### src/rtl/load_store_unit.sv
// Load/store unit bridging CPU byte/halfword/word accesses onto a word-wide DataMemory.
// Sub-word stores use read-modify-write; every output is driven straight from a flop.
module load_store_unit #(
  parameter int unsigned READ_LAT = 1
) (
  input  logic        clk,
  input  logic        startin,
  input  logic        req,
  input  logic        we,
  input  logic [1:0]  size,
  input  logic        sign_ext,
  input  logic [31:0] addr,
  input  logic [31:0] wdata,
  output logic        busy,
  output logic        done,
  output logic [31:0] rdata,
  output logic        misaligned,
  output logic [31:0] Address,
  output logic [31:0] WriteData,
  output logic        MemWrite,
  output logic        MemRead,
  input  logic [31:0] ReadData
);

  localparam logic [1:0] IDLE  = 2'd0;
  localparam logic [1:0] READ  = 2'd1;
  localparam logic [1:0] WRITE = 2'd2;
  localparam logic [1:0] DONE  = 2'd3;

  localparam logic [3:0] LAT_LAST = 4'(READ_LAT - 1);

  logic [1:0]  state_q, state_d;
  logic [3:0]  cnt_q, cnt_d;
  logic        we_q, we_d;
  logic [1:0]  size_q, size_d;
  logic        sign_ext_q, sign_ext_d;
  logic [1:0]  addr_lo_q, addr_lo_d;
  logic [15:0] wdata_q, wdata_d;
  logic        busy_q, busy_d;
  logic        done_q, done_d;
  logic [31:0] rdata_q, rdata_d;
  logic        misaligned_q, misaligned_d;
  logic [31:0] address_q, address_d;
  logic [31:0] write_data_q, write_data_d;
  logic        mem_write_q, mem_write_d;
  logic        mem_read_q, mem_read_d;

  logic        req_misaligned;
  logic [7:0]  lane_byte;
  logic [15:0] lane_half;
  logic [31:0] load_ext;
  logic [31:0] merged;

  always_comb begin
    req_misaligned = ((size == 2'b01) && addr[0]) || (size[1] && (addr[1:0] != 2'b00));
  end

  // Lane extraction for loads and lane replacement for read-modify-write stores.
  always_comb begin
    lane_byte = ReadData[{addr_lo_q, 3'b000} +: 8];
    lane_half = ReadData[{addr_lo_q[1], 4'b0000} +: 16];
    case (size_q)
      2'b00:   load_ext = {{24{sign_ext_q & lane_byte[7]}}, lane_byte};
      2'b01:   load_ext = {{16{sign_ext_q & lane_half[15]}}, lane_half};
      default: load_ext = ReadData;
    endcase
    merged = ReadData;
    if (size_q == 2'b00) merged[{addr_lo_q, 3'b000} +: 8] = wdata_q[7:0];
    else                 merged[{addr_lo_q[1], 4'b0000} +: 16] = wdata_q[15:0];
  end

  always_comb begin
    state_d      = state_q;
    cnt_d        = cnt_q;
    we_d         = we_q;
    size_d       = size_q;
    sign_ext_d   = sign_ext_q;
    addr_lo_d    = addr_lo_q;
    wdata_d      = wdata_q;
    busy_d       = busy_q;
    done_d       = 1'b0;
    rdata_d      = rdata_q;
    misaligned_d = misaligned_q;
    address_d    = address_q;
    write_data_d = write_data_q;
    mem_write_d  = 1'b0;
    mem_read_d   = 1'b0;
    case (state_q)
      IDLE: begin
        if (req) begin
          we_d         = we;
          size_d       = size;
          sign_ext_d   = sign_ext;
          addr_lo_d    = addr[1:0];
          wdata_d      = wdata[15:0];
          misaligned_d = req_misaligned;
          busy_d       = 1'b1;
          if (req_misaligned) begin
            state_d = DONE;
            done_d  = 1'b1;
          end else begin
            address_d = {2'b00, addr[31:2]};
            if (we && size[1]) begin
              state_d      = WRITE;
              mem_write_d  = 1'b1;
              write_data_d = wdata;
            end else begin
              state_d    = READ;
              mem_read_d = 1'b1;
              cnt_d      = LAT_LAST;
            end
          end
        end
      end
      READ: begin
        // ReadData is consumed on the edge that ends the last READ cycle.
        if (cnt_q == 4'd0) begin
          if (we_q) begin
            state_d      = WRITE;
            mem_write_d  = 1'b1;
            write_data_d = merged;
          end else begin
            state_d = DONE;
            done_d  = 1'b1;
            rdata_d = load_ext;
          end
        end else begin
          cnt_d      = cnt_q - 4'd1;
          mem_read_d = 1'b1;
        end
      end
      WRITE: begin
        state_d = DONE;
        done_d  = 1'b1;
      end
      DONE: begin
        state_d = IDLE;
        busy_d  = 1'b0;
      end
      default: begin
        state_d = IDLE;
        busy_d  = 1'b0;
      end
    endcase
  end

  always_ff @(posedge clk) begin
    if (startin) begin
      state_q      <= IDLE;
      cnt_q        <= 4'd0;
      we_q         <= 1'b0;
      size_q       <= 2'b00;
      sign_ext_q   <= 1'b0;
      addr_lo_q    <= 2'b00;
      wdata_q      <= 16'd0;
      busy_q       <= 1'b0;
      done_q       <= 1'b0;
      rdata_q      <= 32'd0;
      misaligned_q <= 1'b0;
      address_q    <= 32'd0;
      write_data_q <= 32'd0;
      mem_write_q  <= 1'b0;
      mem_read_q   <= 1'b0;
    end else begin
      state_q      <= state_d;
      cnt_q        <= cnt_d;
      we_q         <= we_d;
      size_q       <= size_d;
      sign_ext_q   <= sign_ext_d;
      addr_lo_q    <= addr_lo_d;
      wdata_q      <= wdata_d;
      busy_q       <= busy_d;
      done_q       <= done_d;
      rdata_q      <= rdata_d;
      misaligned_q <= misaligned_d;
      address_q    <= address_d;
      write_data_q <= write_data_d;
      mem_write_q  <= mem_write_d;
      mem_read_q   <= mem_read_d;
    end
  end

  assign busy       = busy_q;
  assign done       = done_q;
  assign rdata      = rdata_q;
  assign misaligned = misaligned_q;
  assign Address    = address_q;
  assign WriteData  = write_data_q;
  assign MemWrite   = mem_write_q;
  assign MemRead    = mem_read_q;

endmodule

### config.mk
export PLATFORM = sky130hd
export DESIGN_NAME = load_store_unit
export DESIGN_NICKNAME = d
export VERILOG_FILES = /design/src/rtl/load_store_unit.sv
export SDC_FILE = /design/constraint.sdc
export NUM_CORES = 1
export LEC_CHECK = 0
export ABC_AREA = 0
export CAP_MARGIN = 10
export CORE_MARGIN = 1
export CORE_UTILIZATION = 30
export CTS_CLUSTER_SIZE = 24
export DETAILED_ROUTE_END_ITERATION = 12
export DONT_BUFFER_PORTS = 1
export HOLD_SLACK_MARGIN = 0.02
export SLEW_MARGIN = 30
export SYNTH_ARGS = -nofsm -noshare
export SYNTH_HDL_FRONTEND = slang
export SYNTH_SLANG_ARGS = --single-unit
### constraint.sdc
create_clock -name clk -period 3.2 [get_ports clk]
set_input_delay 0.64 -clock clk [delete_from_list [all_inputs] [get_ports clk]]
set_output_delay 0.64 -clock clk [all_outputs]
set_load 0.05 [all_outputs]
Word-level counts from Yosys, hierarchy flattened

Index checks and enable logic that the tools add are counted.

Multipliers: 0
Bitwise logic cells: 4
Div/mod/pow operators: 0
Reductions and logical operators: 17
Shift-type cells: 6
Add/sub/neg operators: 3
Magnitude comparators: 0
Muxes and demuxes: 39
Eq/ne operators: 12

Operators by type and width:

| cell                      | count |
|---|---|
| $mux W32                  | 6 |
| $pmux W32 S2              | 2 |
| $bwmux W32                | 2 |
| $shift A16 B7 Y32 const A | 1 |
| $shift A8 B7 Y32 const A  | 1 |
| $shiftx A16 B7 Y32        | 1 |
| $shiftx A32 B6 Y16        | 1 |
| $shiftx A32 B6 Y8         | 1 |
| $shiftx A8 B7 Y32         | 1 |
| $mux W4                   | 4 |
| $mux W1                   | 15 |
| $ne A2 B2 Y1 const B      | 7 |
| $neg A5 Y7                | 2 |
| $mux W2                   | 4 |
| $pmux W2 S4               | 1 |
| $pmux W4 S2               | 1 |
| $eq A2 B1 Y1 const B      | 3 |
| $pmux W1 S2               | 3 |
| $reduce_and A2 Y1         | 3 |
| $reduce_and A3 Y1         | 2 |
| $reduce_and A6 Y1         | 1 |
| $reduce_bool A2 Y1        | 3 |
| $reduce_and A5 Y1         | 1 |
| $eq A2 B2 Y1 const B      | 2 |
| 8 further kinds           | 13 |

Logic and storage cells: 96
Latch bits: 0
Input bits: 103
Memories kept: 0
Flip-flop bits (word level): 127
RAM bits: 0
Output and inout port bits: 101
ROM bits: 0

Logic depth before layout (Yosys ltp)

Gate-level depths: netlist of the first run.

Depth after elaboration: 7
Mapped depth: 10
Gate-level depth less buffers: 7

Worst setup path before layout of the first run

Ideal clock, no wire load.

Path kind: reg-to-reg
Start: register addr_lo_q[1]
End: register write_data_q[10], in the netlist WriteData[10]
Arrival time: 2.275 ns
Period minus slack after synthesis: 2.346 ns
Path buffers: 3
Cell stages (with the launch flop): 11
Library setup time: 0.070 ns
Data required time: 3.130 ns
Slack: 0.854 ns
Cell sequence: dfxtp_1 > buf_2 > buf_2 > inv_1 > ha_1 > nor3b_4 > and3_1 > buf_2 > a221oi_1 > or3_1 > a21oi_1

Cells in the longest elaborated chain, start to end: 7
Elaborated cells between the ends (all ways): 12
Classes of those cells: add/sub (2); shift (4); mux (6)

RTL lines:

| item                                       | line   | source |
|---|---|---|
| start: declaration                         | 37     | `logic [1:0] addr_lo_q, addr_lo_d;` |
| start signal: assignment                   | 170    | `addr_lo_q <= addr_lo_d;` |
| $neg A5 Y7 (on tied branches)              | 69, 68 |  |
| $shiftx A16 B7 Y32 (tied with other cells) | 69     | `else merged[{addr_lo_q[1], 4'b0000} +: 16] = wdata_q[15:0];` |
| $bwmux W32 (on tied branches)              | 69, 68 |  |
| $mux W32 *                                 | 68     | `if (size_q == 2'b00) merged[{addr_lo_q, 3'b000} +: 8] = wdata_q[7:0];` |
| $mux W32 *                                 | 118    | `if (we_q) begin` |
| $mux W32 *                                 | 117    | `if (cnt_q == 4'd0) begin` |
| $pmux W32 S2 *                             | 88     | `case (state_q)` |
| end signal: assignment                     | 177    | `write_data_q <= write_data_d;` |
| end: declaration                           | 44     | `logic [31:0] write_data_q, write_data_d;` |

Every way passes the cells marked *; elsewhere a longest branch is shown, timed or not. The select of a mux whose other input is x is not followed.
A chain may end at the register's enable or synchronous reset.

Worst setup path in the final report of the first run

Start: register addr_lo_q[1]
End: register write_data_q[25], in the netlist WriteData[25]

Same word-level chain as after synthesis.

==> results of run 1 <==
## layout make-up
type | count | area [um^2] | area share
clock inverters | 10 | 114 | 0.0159
clock buffers | 21 | 460 | 0.0644
well taps | 275 | 344 | 0.0481
inverters | 13 | 48.8 | 0.00683
multi-input cells | 588 | 3520 | 0.492
flip-flops and latches | 127 | 2540 | 0.356
repair buffers | 16 | 120 | 0.0168
## power by group through the flow
stage / logic [mW] / clock network (mW) / registers [mW]
2_1_floorplan: 1.59 / 0 / 3.39
3_3_place_gp: 1.87 / 0 / 3.56
3_5_place_dp: 1.89 / 0 / 3.57
4_1_cts: 1.90 / 1.95 / 3.54
5_1_grt: 2.13 / 2.03 / 3.58
6_report: 1.91 / 1.91 / 3.53
## placed cells by master (no fill, tap or decap), types with 2 or more instances in the layout
master      synthesis  routed
nand2b_1           10      10
a311oi_1            8       8
o211a_1             7       7
clkinv_2            0       3
o22ai_1            32      32
nor3_1              9       9
a221oi_1           24      24
and2_1              4       4
nor3b_4             2       2
a32o_1              8       8
mux2i_1             2       2
a21o_1              2       2
a21oi_1           126     126
nor2b_1            15      15
ha_1               10      10
clkbuf_16           0      17
and3_1              7       7
mux2_2             44      44
clkbuf_1           43       2
nor2_1             14      14
bufinv_16           0       2
dfxtp_1           127     126
buf_4               2      16
clkbuf_8            0       2
o21ai_0            29      29
or3_1              33      33
inv_1              11      11
clkinvlp_4          0       4
conb_1              1       2
nand2_1           180     180
a31oi_1             2       2
## sequential cells by signal, summed over array words and instances (netlist names)
register / count
cnt_q: 4
Address: 30
addr_lo_q: 2
done: 1
busy: 1
size_q: 2
rdata: 32
we_q: 1
state_q: 2
misaligned: 1
wdata_q: 16
WriteData: 32
MemRead: 1
sign_ext_q: 1
MemWrite: 1
## per-stage QoR
| step | instance area (um^2) | utilization | setup slack [ps] | total power [mW] |
|---|---|---|---|---|
| 2_1_floorplan | 6390 | - | 854 | 4.99 |
| 3_3_place_gp | 6570 | 0.314 | 830 | 5.44 |
| 3_5_place_dp | 6570 | 0.314 | 790 | 5.46 |
| 4_1_cts | 7150 | 0.341 | 781 | 7.39 |
| 5_1_grt | 7150 | 0.341 | 583 | 7.74 |
| 6_report | 7150 | 0.341 | 767 | 7.35 |
## cell usage after synthesis (all sizes together), types with 2 or more instances
| cell | n | area, um^2 |
|---|---|---|
| nand2 | 180 | 676 |
| dfxtp | 127 | 2540 |
| a21oi | 126 | 631 |
| mux2 | 44 | 495 |
| clkbuf | 43 | 161 |
| or3 | 33 | 206 |
| o22ai | 32 | 200 |
| o21ai | 30 | 150 |
| a221oi | 24 | 210 |
| buf | 22 | 130 |
| nor2b | 15 | 93.8 |
| nor2 | 14 | 52.6 |
| inv | 12 | 45.0 |
| ha | 10 | 125 |
| nand2b | 10 | 62.6 |
| a311oi | 9 | 85.1 |
| nor3 | 9 | 45.0 |
| a32o | 8 | 80.1 |
| and3 | 7 | 43.8 |
| o211a | 7 | 70.1 |
| and2 | 4 | 25.0 |
| nor3b | 3 | 45.1 |
| a21o | 2 | 15.0 |
| a31oi | 2 | 12.5 |
| mux2i | 2 | 20.0 |
## worst max-delay path, cell delays in order (launching register included)
cell	delay (ps)
dfxtp_2	330
buf_4	350
ha_1	460
nor2b_1	540
a311oi_1	200
or3_1	360
a21oi_1	120
## logic make-up after synthesis
| kind of cell | after synthesis | synth area share |
|---|---|---|
| adders and majority gates | 10 | 0.0196 |
| AOI/OAI and AO/OA | 249 | 0.241 |
| DFF | 127 | 0.398 |
| muxes | 46 | 0.0807 |
| and+or+nand+nor | 280 | 0.206 |
| buffers and inverters | 78 | 0.0532 |
| other | 1 | 0.000587 |
| xor gates and xnor gates | 1 | 0.00137 |
## routing by layer
| metal | vias to the layer above | GRT usage | routed length (um) |
|---|---|---|---|
| li1 | 2776 | - | - |
| met1 | 2725 | 0.244 | 8770 |
| met4 | 2 | 0.0737 | 619 |
| met2 | 268 | 0.308 | 10100 |
| met3 | 40 | 0.0815 | 2570 |
| met5 | - | 0 | 13 |
## how the worst max path moves through the flow
stage / startpoint / to / slack [ps] / depth (start not counted)
after floorplan: addr_lo_q[1] / WriteData[10] / 850 / 10
after global placement: size_q[0] / WriteData[16] / 830 / 6
after detailed placement: addr_lo_q[1] / WriteData[25] / 790 / 6
after CTS: addr_lo_q[1] / WriteData[25] / 780 / 6
after global routing: size_q[0] / WriteData[6] / 580 / 6
final: addr_lo_q[1] / WriteData[25] / 770 / 6
==> metrics.md, run 1 <==
| Metric | Value |
|---|---|
| Hold Crit Start | startin |
| Layout cells sized above 1 | 0.128 |
| Reg2reg setup slack | 770 ps |
| Drt first-iter violations | 460 |
| GRT Total Usage | 0.198 |
| Post-Syn Area | 6390 um^2 |
| Worst hold-check path type | in -> reg |
| Vias per cell | 5.53 |
| Clock Pin Slew Worst Setup and Hold Paths | 60 ps |
| Width of the die | 148 um |
| Routed WL per cell | between 20 and 25 um |
| # IOs | slightly above 200 |
| Worst-Margin Slew | approximately 830 ps |
| Ys Warns | 0 |
| Die area | 21900 um^2 |
| Fin. Hold Viols | 0 |
| Leakage Power | 2.58 nW |
| Worst setup SP type | flop |
| Number of global-route vias before repair | roughly 5300 |
| Internal | slightly below 4 mW |
| Layout area overhead | 11.8% |
| Power per cell area | 1030 nW/um^2 |
| IR drop worst, VDD | around 410 uV |
| Setup Skew | 6.54 ps |
| CTS Sinks | 127 |
| Htree depth | 4 |
| # diodes | 0 |
| Logic pwr share | 0.260 |
| CP arrival | 2780 ps |
| F_max | 0.411 GHz |
| EDFF count, synth | 0 |
| Switch share | 0.467 |
| Switching pwr | 3.44 mW |
| Slew margin rel. | 0.446 |
| Unique masters post-synth | 49 |
| CP Data Required Time | 3550 ps |
| Worst-Skew Late Latency | 420 ps |
| Post-Layout Cell Count | 1050 |
| Placed Cells | 1019 |
| TritonCTS buffer count | 17 |
| Async S/R FF share, synth | 0 |
| TritonCTS clock tree | done |
| Worst-case clock buffer depth | 2 |
| Main synth FF type | dfxtp_1 |
| Sequential Power Share | 0.480 |
| Post-layout net count | 876 |
| Synthesized flop and latch total | about 130 |
| Cells after Synth | 792 |
| Setup Buffers After CTS | 0 |
| Sequential fraction of the synthesis area | 0.398 |
| DRC viols | 0 |
| Maxcap violations | 0 |
| DP HPWL | between 15 and 20 mm |
| Register-to-Register Path Depth | 6 |
| IO buf count | 0 |
| Initial Utilization | 0.305 |
| Status | finished clean |
| Post-layout min period | 2430 ps |
| Core area | 21000 um^2 |
| Post-CTS sizing | 0 |
| Initial antenna violation count | 1 |
| Unrepaired setup endpoints after global routing | false |
| Pin count of the biggest net entering global routing | 100 |
| Tcrit/Tclk final | 0.760 |
| DRT antenna net count | 0 |
| Final Setup Violations | 0 |
| Initial DRT Pass Iterations | 5 |
| Hold slack | 324 ps |
| Hold path cells | 1 |
| DR vias | 5811 |
| Endpoint, Worst Hold | state_q[0] |
| Final Max Slew Viols | 0 |
| Syn_area_per_cell | 8.07 um^2 |
| Cts-stage hold buffer count | 0 |
| Reg-to-Reg Start | addr_lo_q[1] |
| Root Buffer | clkbuf_16 |
| First-pass GRT wire length | 32.9 mm |
| # rows | between 50 and 60 |
| Worst setup EP type | flop |
| Clock Power Share | 0.260 |
| Critical path class | reg -> reg |
| Maximum fanout along the worst path | 30 |
| Placer Congestion | slightly below 0.9 |
| Post-route setup TNS | 0 ps |
| Worst R2R End | WriteData[25] |
| Grt ovf | 0 |
| Routed WL | 22.0 mm |
| Fillers | 2211 |
| Die Ht | 148 um |
Power figures use the tool's default switching activity.
==> run 2: changes to the inputs <==
Clock period 3.2 ns to 2.4 ns, I/O delays scaled along.
==> metrics.md, run 2 (synthesized netlist as in run 1, its figures left out) <==
| Metric | Value |
|---|---|
| CP Data Required Time | 2760 ps (was 3550 ps) |
| CTS Sinks | 127 (unchanged) |
| Logic pwr share | 0.266 (was 0.260) |
| Placer Congestion | 0.856 (was 0.871) |
| Drt first-iter violations | 446 (was 460) |
| IR drop worst, VDD | 514 uV (was 409 uV) |
| Placed Cells | 1031 (was 1019) |
| Critical path class | reg -> reg (unchanged) |
| Setup Buffers After CTS | 0 (unchanged) |
| DP HPWL | 15.9 mm (was 15.6 mm) |
| Post-layout net count | 888 (was 876) |
| Status | finished clean (unchanged) |
| Worst-Skew Late Latency | 430 ps (was 420 ps) |
| CP arrival | 2510 ps (was 2780 ps) |
| TritonCTS clock tree | done (unchanged) |
| IO buf count | 0 (unchanged) |
| Initial DRT Pass Iterations | 5 (unchanged) |
| Maximum fanout along the worst path | 55 (was 30) |
| F_max | 0.464 GHz (was 0.411 GHz) |
| Overall power | 10.1 mW (was 7.35 mW) |
| Largest stage delay on the critical path | 490 ps (was 540 ps) |
| Maxcap violations | 0 (unchanged) |
| # rows | 53 (unchanged) |
| Layout cells sized above 1 | 0.145 (was 0.128) |
| Switching pwr | 4.71 mW (was 3.44 mW) |
| Initial antenna violation count | 1 (unchanged) |
| Post-Layout Cell Count | 1063 (was 1050) |
| Pin count of the biggest net entering global routing | 100 (unchanged) |
| # diodes | 0 (unchanged) |
| Number of global-route vias before repair | 5385 (was 5341) |
| CP cell instances | inv_1 -> ha_1 -> inv_1 -> a21oi_1 -> a211o_4 -> or3_1 -> a21oi_1 (was buf_4 -> ha_1 -> nor2b_1 -> a311oi_1 -> or3_1 -> a21oi_1) |
| Worst-Margin Slew | 672 ps (was 829 ps) |
| GRT Total Usage | 0.200 (was 0.198) |
| Slew margin rel. | 0.551 (was 0.446) |
| Power per cell area | 1380 nW/um^2 (was 1030 nW/um^2) |
| DP Area | 6690 um^2 (was 6570 um^2) |
| Most frequent cells in the layout | 180 x nand2_1, 126 x dfxtp_1, 126 x a21oi_1 (unchanged) |
| Crit path max-delay family | compound AO/OA/AOI/OAI gates (was simple AND/OR/NAND/NOR gates) |
| Root Buffer | clkbuf_16 (unchanged) |
| Setup Skew | 8.62 ps (was 6.54 ps) |
| CP Buf/Inv Count | 2 (was 1) |
| Switch share | 0.466 (was 0.467) |
| Sequential Power Share | 0.461 (was 0.480) |
| Worst setup SP type | flop (unchanged) |
| Reg2reg setup slack | 250 ps (was 770 ps) |
| Fin area | 7310 um^2 (was 7150 um^2) |
| # IOs | 204 (unchanged) |
| Clock Pin Slew Worst Setup and Hold Paths | 60 ps (about the same) |
| Die area | 21900 um^2 (unchanged) |
| TritonCTS buffer count | 17 (unchanged) |
| Internal | 5.40 mW (was 3.91 mW) |
| Final Setup Violations | 0 (unchanged) |
| Die Ht | 148 um (unchanged) |
| Initial Utilization | 0.305 (unchanged) |
| Post-route setup TNS | 0 ps (unchanged) |
| Leakage Power | 2.68 nW (was 2.58 nW) |
| Post-layout min period | 2150 ps (was 2430 ps) |
| Tcrit/Tclk final | 0.897 (was 0.760) |
| Commonest non-fill, non-tap cell in the layout | nand2_1 (unchanged) |
| DR vias | 5855 (was 5811) |
| Clock Power Share | 0.273 (was 0.260) |
| Routed WL | 22.0 mm (about the same) |
| DRT antenna net count | 0 (unchanged) |
| Max stage delay cell, worst path | a211o_4 (was nor2b_1) |
| Grt ovf | 0 (unchanged) |
| Width of the die | 148 um (unchanged) |
| Fillers | 2175 (was 2211) |
| First-pass GRT wire length | 33.0 mm (was 32.9 mm) |
| Worst setup EP type | flop (unchanged) |
| Unrepaired setup endpoints after global routing | false (unchanged) |
| Vias per cell | 5.51 (was 5.53) |
| Layout area overhead | 14.4% (was 11.8%) |
| Post-CTS sizing | 0 (unchanged) |
| Cts-stage hold buffer count | 0 (unchanged) |
| Routed WL per cell | 20.7 um (was 21.0 um) |
| DRC viols | 0 (unchanged) |
| Core area | 21000 um^2 (unchanged) |
| Worst hold-check path type | in -> reg (unchanged) |
| Worst-case clock buffer depth | 2 (unchanged) |
| Fin. Hold Viols | 0 (unchanged) |
| Htree depth | 4 (unchanged) |
| Final Max Slew Viols | 0 (unchanged) |
run 2: cell count changes in the layout (fill, tap and decap cells not counted):
cell | previous run | this run
clkbuf_8 | 2 | 0
inv_8 | 0 | 1
buf_4 | 16 | 26
bufinv_16 | 2 | 3
clkinv_2 | 3 | 0
clkinvlp_4 | 4 | 2
buf_12 | 0 | 2
inv_6 | 0 | 8
clkbuf_1 | 2 | 0
run 2: area by class of cell:
class / instances / area (um^2) / share of cell area
sequential: 127 / 2540 / 0.348
timing repair buffer: 28 / 235 / 0.0322
inverter: 13 / 48.8 / 0.00668
clock buffer: 17 / 425 / 0.0582
multi-input combinational: 588 / 3520 / 0.481
clock inverter: 15 / 195 / 0.0267
tap: 275 / 344 / 0.0471
run 2: power by group through the flow:
stage	clock network, mW	logic, mW	registers, mW
3_5_place_dp	0	2.66	4.73
4_1_cts	2.81	2.67	4.69
6_report	2.76	2.69	4.67
5_1_grt	2.90	2.99	4.74
3_3_place_gp	0	2.63	4.73
2_1_floorplan	0	2.12	4.53
run 2: worst paths after layout:
check                                 from             to  cells past startpoint
worst max-delay path            state_q[0]  WriteData[14]                      7
worst min-delay path               startin       cnt_q[3]                      1
worst max register to register  state_q[0]  WriteData[14]                      7
worst min register to register  wdata_q[9]     wdata_q[9]                      2
run 2: through the flow:
step	hold slack (ps)	utilization	setup WS, ps
after floorplan	443	-	54.4
after global routing	145	0.349	89.4
after detailed placement	455	0.319	301
after CTS	125	0.349	286
final	159	0.349	247
after global placement	452	0.319	319
run 2: layer usage:
metal,vias to the layer above,global-route usage,part of all wire
met2,276,0.312,0.46
met4,2,0.0784,0.026
met3,40,0.0753,0.11
met1,2734,0.246,0.40
met5,-,0,0.00059
li1,2803,-,-
==> run 3: changes to the inputs <==
--- a/config.mk
+++ b/config.mk
@@ -9,10 +9,10 @@
 export CAP_MARGIN = 10
 export CORE_MARGIN = 1
-export CORE_UTILIZATION = 30
+export CORE_UTILIZATION = 64
 export CTS_CLUSTER_SIZE = 24
 export DETAILED_ROUTE_END_ITERATION = 12
 export DONT_BUFFER_PORTS = 1
 export HOLD_SLACK_MARGIN = 0.02
-export SLEW_MARGIN = 30
+export PLACE_DENSITY = 0.8
 export SYNTH_ARGS = -nofsm -noshare
 export SYNTH_HDL_FRONTEND = slang
==> constraint.sdc (replaced) <==
create_clock -name clk -period 2.4 [get_ports clk]
set_input_delay 0.24 -clock clk [delete_from_list [all_inputs] [get_ports clk]]
set_output_delay 0.24 -clock clk [all_outputs]
set_load 0.05 [all_outputs]
==> metrics.md, run 3 (synthesized netlist as in run 1, its figures left out) <==
| Metric | Value |
|---|---|
| DRT antenna net count | 0 (unchanged) |
| CP arrival | 2710 ps (was 2510 ps) |
| DP HPWL | 13.1 mm (was 15.9 mm) |
| Vias per cell | 6.71 (was 5.51) |
| CP Buf/Inv Count | 3 (was 2) |
| Worst-case clock buffer depth | 2 (unchanged) |
| Setup ws final | 162 ps (was 247 ps) |
| DRC viols | 0 (unchanged) |
| Power per cell area | 1290 nW/um^2 (was 1380 nW/um^2) |
| Setup crit start | state_q[0] (unchanged) |
| Pin count of the biggest net entering global routing | 97 (was 100) |
| Worst-Skew Late Latency | 520 ps (was 430 ps) |
| Most frequent cells in the layout | 180 x nand2_1, 126 x dfxtp_1, 126 x a21oi_1 (unchanged) |
| Initial antenna violation count | 1 (unchanged) |
| Setup Skew | 7.74 ps (was 8.62 ps) |
| # rows | 36 (was 53) |
| IO buf count | 0 (unchanged) |
| Post-layout min period | 2240 ps (was 2150 ps) |
| Hold Crit Start | ReadData[6] (was startin) |
| Drt first-iter violations | 612 (was 446) |
| Number of global-route vias before repair | 6321 (was 5385) |
| Die Ht | 102 um (was 148 um) |
| Final Max Slew Viols | 0 (unchanged) |
| Crit path max-delay family | buffers and inverters (was compound AO/OA/AOI/OAI gates) |
| Fin area | 7900 um^2 (was 7310 um^2) |
| Largest stage delay on the critical path | 550 ps (was 490 ps) |
| CTS Sinks | 127 (unchanged) |
| Root Buffer | clkbuf_8 (was clkbuf_16) |
| Commonest non-fill, non-tap cell in the layout | nand2_1 (unchanged) |
| Routed WL | 22.8 mm (was 22.0 mm) |
| Placement Setup Slack | 201 ps (was 301 ps) |
| CP cell instances | inv_1 -> ha_1 -> and2_2 -> nand2_1 -> buf_4 -> nand2_1 -> a21oi_1 -> dlygate4sd3_1 (was inv_1 -> ha_1 -> inv_1 -> a21oi_1 -> a211o_4 -> or3_1 -> a21oi_1) |
| TritonCTS buffer count | 17 (unchanged) |
| # IOs | 204 (unchanged) |
| Layout cells sized above 1 | 0.128 (was 0.145) |
| CP Data Required Time | 2870 ps (was 2760 ps) |
| Worst-Margin Slew | 816 ps (was 672 ps) |
| GRT Total Usage | 0.433 (was 0.200) |
| Reg-to-Reg Start | state_q[0] (unchanged) |
| TritonCTS clock tree | done (unchanged) |
| Placer Congestion | 0.885 (was 0.856) |
| Max stage delay cell, worst path | dlygate4sd3_1 (was a211o_4) |
| Status | finished clean (unchanged) |
| Worst setup EP type | flop (unchanged) |
| Maximum fanout along the worst path | 30 (was 55) |
| Worst setup SP type | flop (unchanged) |
| Worst hold-check path type | in -> reg (unchanged) |
| Critical path class | reg -> reg (unchanged) |
| Layout area overhead | 23.5% (was 14.4%) |
| Die area | 10400 um^2 (was 21900 um^2) |
| Leakage Power | 2.99 nW (was 2.68 nW) |
| Maxcap violations | 0 (unchanged) |
| Slew margin rel. | 0.452 (was 0.551) |
| Width of the die | 102 um (was 148 um) |
| DP Area | 6460 um^2 (was 6690 um^2) |
| Tcrit/Tclk final | 0.932 (was 0.897) |
| Grt ovf | 0 (unchanged) |
| IR drop worst, VDD | 802 uV (was 514 uV) |
| Initial Utilization | 0.657 (was 0.305) |
| Critical path's most frequent cell | nand2_1 |
| Post-layout net count | 962 (was 888) |
| Setup Buffers After CTS | 0 (unchanged) |
| F_max | 0.447 GHz (was 0.464 GHz) |
| Unrepaired setup endpoints after global routing | false (unchanged) |
| Overall power | 10.2 mW (was 10.1 mW) |
| Final Setup Violations | 0 (unchanged) |
| DR vias | 6686 (was 5855) |
| Initial DRT Pass Iterations | 6 (was 5) |
| Core area | 9730 um^2 (was 21000 um^2) |
| Clock Pin Slew Worst Setup and Hold Paths | 60 ps (about the same) |
| Post-route setup TNS | 0 ps (unchanged) |
| Routed WL per cell | 22.9 um (was 20.7 um) |
| Fin. Hold Viols | 0 (unchanged) |
| First-pass GRT wire length | 33.8 mm (was 33.0 mm) |
| Htree depth | 4 (unchanged) |
-- run 3: cell types whose count changed in the layout (fill, tap and decap cells not counted), moves of 5 or more --
cell           delta
dlygate4sd3_1    +79
inv_6             -5
buf_4             -8
clkinv_4          +5
-- run 3: worst paths after layout --
path	end	slack, ps	cells after the start
setup / recovery	Address[26]	160	8
setup reg to reg	Address[26]	160	8
hold / removal	rdata[6]	40	3
hold reg to reg	wdata_q[14]	480	2
-- run 3: what timing repair did --
item / CTS / global route
endpoints found under the setup margin: 0 / 2
endpoints found under the hold margin: 121 / 0
hold buffers: 80 / 0
gates resized for setup: 0 / 3
-- run 3: cell type report --
class / instances / area (um^2)
multi-input combinational: 589 / 3530
sequential: 127 / 2540
fill: 620 / 1830
timing repair buffer: 101 / 1000
clock buffer: 18 / 418
clock inverter: 14 / 181
tap: 133 / 166
inverter: 13 / 48.8
antenna: 1 / 2.50
-- run 3: power by group --
part / total (mW) / switching [mW] / leakage [nW] / internal, mW
Clock: 2.61 / 1.01 / 0.290 / 1.60
Combinational: 2.90 / 1.75 / 1.66 / 1.15
Sequential: 4.69 / 2.04 / 1.04 / 2.65
-- run 3: worst register-to-register path: cells and delay by family (launching register included) --
family                     cells  cell delay (ps)
adders and majority gates      1              260
and+or+nand+nor                3              440
AOI/OAI and AO/OA              1              180
buffers and inverters          3              940
DFF                            1              370
-- run 3: per-stage QoR --
step           utilization  hold slack [ps]  std cells
2_1_floorplan            -              376        793
3_3_place_gp         0.664              319        882
3_5_place_dp         0.664              318        882
4_1_cts              0.809             22.6        994
5_1_grt              0.811             32.2        996
6_report             0.811             39.1        996
-- run 3: routing by layer --
layer / track usage / vias up / share of wire
met1: 0.495 / 3127 / 0.36
met4: 0.300 / 0 / 0.061
li1: - / 2968 / -
met5: 0 / - / 0
met2: 0.672 / 481 / 0.46
met3: 0.161 / 110 / 0.12
